## config.mk

```make
export PLATFORM = sky130hd
export DESIGN_NAME = wb_arbiter
export DESIGN_NICKNAME = d
export VERILOG_FILES = /design/src/rtl/wb_arbiter.sv
export SDC_FILE = /design/constraint.sdc
export NUM_CORES = 1
export LEC_CHECK = 0
export CAP_MARGIN = 20
export CORE_MARGIN = 10
export CORE_UTILIZATION = 40
export CTS_CLUSTER_DIAMETER = 150
export DETAILED_ROUTE_END_ITERATION = 10
export GPL_ROUTABILITY_DRIVEN = 0
export PLACE_DENSITY = 0.75
export SLEW_MARGIN = 0
export SYNTH_ARGS = -nofsm -noshare
export SYNTH_HDL_FRONTEND = slang
export SYNTH_SLANG_ARGS = --single-unit
export TNS_END_PERCENT = 10
```

## constraint.sdc

```tcl
create_clock -name clk -period 2.43 [get_ports clk]
set_input_delay 0.243 -clock clk [delete_from_list [all_inputs] [get_ports clk]]
set_output_delay 0.243 -clock clk [all_outputs]
set_load 0.01 [all_outputs]
```

## src/rtl/wb_arbiter.sv

```systemverilog
// wb_arbiter: round-robin write-back arbiter that serialises four register-file
// write requesters through a one-cycle mux-settling SETUP and a one-cycle WRITE.
// Ports:
//   clk       - single clock, rising edge
//   reset     - asynchronous, active-low reset
//   req[3:0]  - per-requester write-back request, level-held until grant
//   dest[19:0]- four 5-bit destination registers, requester i at [5i+4:5i]
//   flush     - aborts a transaction still in SETUP; blocks latching in IDLE
//   grant[3:0]- one-hot commit pulse, high only in WRITE
//   mux_sel   - selector code for mux_MEM_to_REG
//   reg_dst   - register-file write address
//   reg_write - register-file write enable (never for $zero)
//   busy      - high whenever the arbiter is not IDLE
module wb_arbiter #(
    parameter logic [3:0] SEL_R0 = 4'd0,
    parameter logic [3:0] SEL_R1 = 4'd1,
    parameter logic [3:0] SEL_R2 = 4'd2,
    parameter logic [3:0] SEL_R3 = 4'd8
) (
    input  logic        clk,
    input  logic        reset,
    input  logic [3:0]  req,
    input  logic [19:0] dest,
    input  logic        flush,
    output logic [3:0]  grant,
    output logic [3:0]  mux_sel,
    output logic [4:0]  reg_dst,
    output logic        reg_write,
    output logic        busy
);
    typedef enum logic [1:0] {IDLE, SETUP, WRITE} state_t;
    state_t      r_state, w_next;
    logic [1:0]  r_win, r_last, w_win;
    logic [4:0]  r_dst, w_dst;
    logic [3:0]  r_sel, w_sel, w_req;
    logic        w_latch;
    // The committing requester still holds req during WRITE, so it is masked
    // out of the decision for the next winner.
    assign w_req = (r_state == WRITE) ? (req & ~(4'b0001 << r_win)) : req;
    // Search order last+1, last+2, last+3, last; scanning backwards lets the
    // earliest position in that order overwrite the others.
    always_comb begin
        w_win = r_last;
        for (int k = 4; k >= 1; k--)
            if (w_req[r_last + 2'(k)]) w_win = r_last + 2'(k);
    end
    assign w_sel = (w_win == 2'd0) ? SEL_R0 :
                   (w_win == 2'd1) ? SEL_R1 :
                   (w_win == 2'd2) ? SEL_R2 : SEL_R3;
    assign w_dst = dest[5*w_win +: 5];
    always_ff @(posedge clk or negedge reset) begin
        if (!reset) r_state <= IDLE;
        else        r_state <= w_next;
    end
    always_comb begin
        w_next  = r_state;
        w_latch = 1'b0;
        case (r_state)
            IDLE: begin
                w_latch = |w_req && !flush;
                w_next  = w_latch ? SETUP : IDLE;
            end
            SETUP: w_next = flush ? IDLE : WRITE;
            WRITE: begin
                w_latch = |w_req;
                w_next  = w_latch ? SETUP : IDLE;
            end
            default: w_next = IDLE;
        endcase
    end
    always_ff @(posedge clk or negedge reset) begin
        if (!reset) begin
            r_win  <= 2'd0;
            r_dst  <= 5'd0;
            r_sel  <= 4'd0;
            r_last <= 2'd3;
        end else begin
            if (w_latch) begin
                r_win <= w_win;
                r_dst <= w_dst;
                r_sel <= w_sel;
            end
            // Priority only rotates once a transaction is committed to WRITE.
            if (r_state == SETUP && !flush) r_last <= r_win;
        end
    end
    always_comb begin
        busy      = r_state != IDLE;
        mux_sel   = busy ? r_sel : 4'd0;
        reg_dst   = busy ? r_dst : 5'd0;
        reg_write = (r_state == WRITE) && (r_dst != 5'd0);
        grant     = (r_state == WRITE) ? (4'b0001 << r_win) : 4'd0;
    end
endmodule

```

==> impl_metrics.csv <==
group,metric,value,unit
run_status,run_status,"completed",
synth,synth_compound_area_share,22.7,%
drt,drtAntennaViolNets,0,
drt,drtIter0Drc,87,
synth,ys_seq_area_share,33.4,%
flow_run,max_cap_viol_count,0,
floorplan,core-area,0.00250,sq mm
drt,wl,3240,um
sta,hold_viol,0,
grt,grt_max_degree,25,
synth,synth_edf_count,0,
final_layout,regArea,353,sq um
sta,fmax,446,MHz
clock_network,cts_sinks,14,
synth,ys.flop_type,"dfrtp_1",
final_layout,areaGrowthSynthToFinish,46.5,%
floorplan,row_count,18,
pwr,p_leak,0.000635,uW
synth,postSynthCellCount,114,
sta,final.period_utilization,92.2,%
sta,whs,340,ps
pwr,swShare,39.9,%
synth,synthSimpleGateAreaFrac,27.3,%
clock_network,cts-root-buf,"clkbuf_4",
critical_path,worst_ep_required_time,2600,ps
final_layout,fin_nets,185,
pwr,clkPwrFrac,11.8,%
critical_path,cp-endpoint,"r_sel[3]",
sta,rsz0062_at_grt,"no",
final_layout,antenna_cells,0,
pwr,powerDensity,919,mW/mm^2
synth,netlist_area,0.00106,sq mm
sta,slew_violations,0,
critical_path,critPathSlowestCell,"o32ai_1",
synth,synth_top_family_by_area,"simple AND/OR/NAND/NOR gates",
final_layout,final_cell_mix,"40 x clkdlybuf4s50_1, 12 x dfrtp_1, 9 x nand2_1, 9 x o21ai_0, 8 x inv_1",
pwr,switchingPower,568,uW
clock_network,cts_hold_buf,0,
synth,ys_async_sr_fraction,100,%
clock_network,cts.clk_slew.worst_paths,90,ps
drt,drc,0,
final_layout,final_common_cell,"clkdlybuf4s50_1",
final_layout,fill_cells,220,
critical_path,path_cells,"buf_4, nand2b_1, o32ai_1, o31a_1, nor2_1, mux2_2",
pwr,seq_power_share,32.3,%
final_layout,drive_above_1_share,15.9,%
placement,placedInstanceArea,0.00149,sq mm
sta,finClkSkew,1.58,ps
placement,portBuffers,40,
sta,fin_crit,2240,ps
critical_path,r2r-start,"r_state[0]",
drt,wl_per_cell,17.3,um
clock_network,cts_resized,0,
critical_path,startpoint_type,"flop",
pwr,power.internal,856,uW
drt,via_per_inst,5.73,
final_layout,multi_input_area,634,sq um
clock_network,max-clock-path-buffers,2,
grt,grt_util_all_layers,12.5,%
critical_path,path_max_fanout,6,
grt,grt_remaining_overflow,0,
floorplan,die_h,71.4,um
synth,synth_xor_area_share,0,%
sta,tightest_slew,690,ps
floorplan,ios,42,
drt,dr.pass1.iters,4,
synth,ys_warn_count,0,
critical_path,crit_type,"flop to flop",
clock_network,cts_made_buffers,3,
placement,hpwl,2570,um
sta,maxSlewHeadroom,53.9,%
clock_network,clock_latency,280,ps
grt,grt_pass1_vias,1062,
pwr,p_comb_share,55.8,%
grt,grt_pass1_wl,5380,um
floorplan,dieArea,0.00510,sq mm
critical_path,end_kind,"flop",
critical_path,r2r_end,"r_sel[3]",
synth,synthMuxAreaShare,8.99,%
critical_path,r2r_slack,190,ps
clock_network,tritoncts,"yes",
synth,synthAdderAreaFrac,0,%
final_layout,post-route-cell-area,0.00155,sq mm
sta,final-setup-viol-count,0,
grt,antenna_found_initial,0,
clock_network,htree_levels,1,
pwr,ir_drop,0.000673,V
synth,ys_ff_latch,14,
synth,syn_nets,141,
critical_path,startpoint,"r_state[0]",
floorplan,dieWidth,71.4,um
critical_path,reg2regPathDepth,6,
critical_path,arrival,2410,ps
synth,syn_area_per_cell,9.27,sq um
synth,synth_cell_types,40,
critical_path,slowest_delay,650,ps
floorplan,initial_core_util,42.3,%
drt,vias,1072,
worst_hold_path,hold_class,"primary input to asynchronous set/reset pin",
==> worst min-delay path by stage <==
stage	startpoint	depth (start not counted)	end
floorplan	reset	0	r_dst[0]
global placement	r_sel[0]	1	r_sel[0]
detailed placement	r_sel[0]	1	r_sel[0]
CTS	reset	1	r_dst[1]
global route	reset	1	r_dst[3]
finish	reset	1	r_dst[3]
==> timing repair <==
item                                    4_1_cts  5_1_grt
buffers inserted                              0        1
pin swaps                                     1        1
endpoints found under the setup margin        5        5
==> power groups by stage <==
stage / Combinational, uW / Sequential (uW) / Clock [uW]
finish: 795 / 460 / 169
global route: 862 / 478 / 185
CTS: 750 / 456 / 171
detailed placement: 751 / 461 / 0
global placement: 730 / 456 / 0
floorplan: 563 / 398 / 0
==> Yosys cell counts (all sizes together), types with 2 or more instances <==
cell type,number,area share (%)
a21oi,3,1.4
a221oi,2,3.3
buf,4,3.3
clkbuf,3,1.1
dfrtp,12,28
dfstp,2,5.0
inv,8,2.8
mux2,4,4.3
mux2i,5,4.7
nand2,9,3.2
nand3,6,2.8
nand4,5,3.0
nor2,6,2.1
nor2b,7,4.1
nor3,3,1.4
nor3b,2,1.4
o211a,5,4.7
o21ai,10,4.7
o32ai,2,1.7
==> sequential cells by signal, summed over array words and instances (netlist names) <==
signal / count
r_sel: 3
r_last: 2
r_win: 2
r_dst: 5
r_state: 2
==> layer usage <==
metal / wire length [um] / GRT usage (%) / part of all wire [%] / vias up
met3: 194 / 3.58 / 6.0 / 2
met4: 12 / 1.94 / 0.37 / 0
met2: 1760 / 21.5 / 54 / 34
met5: 0 / 0 / 0 / -
li1: - / - / - / 508
met1: 1280 / 15.2 / 39 / 528
==> cell families after synthesis <==
kind of cell | count (synthesis)
AOI/OAI and AO/OA | 28
buffers and inverters | 15
DFF | 14
muxes | 9
other | 1
and+or+nand+nor | 47
==> worst max-delay path, delay by kind of cell (launching register included) <==
family                 cells  cell delay [ps]
AOI/OAI and AO/OA          2             1040
buffers and inverters      1              160
muxes                      1              260
and+or+nand+nor            2              290
DFF                        1              390
==> stage by stage <==
step | TNS, ps | power (uW) | utilization, % | setup slack, ps | instances
floorplan | 0 | 961 | - | 221 | 114
global placement | 0 | 1190 | 59.7 | 30.3 | 182
detailed placement | -288 | 1210 | 59.7 | -61.3 | 182
CTS | 0 | 1380 | 61.2 | 47.2 | 186
global route | 0 | 1530 | 62.0 | 47.5 | 187
finish | 0 | 1420 | 62.0 | 189 | 187
==> cell type report <==
| class | instances | area share, % |
|---|---|---|
| multi-input combinational | 85 | 41.0 |
| inverter | 8 | 1.94 |
| clock buffer | 4 | 2.34 |
| sequential | 14 | 22.8 |
| tap | 30 | 2.42 |
| timing repair buffer | 46 | 29.6 |
Power figures use the tool's default switching activity.
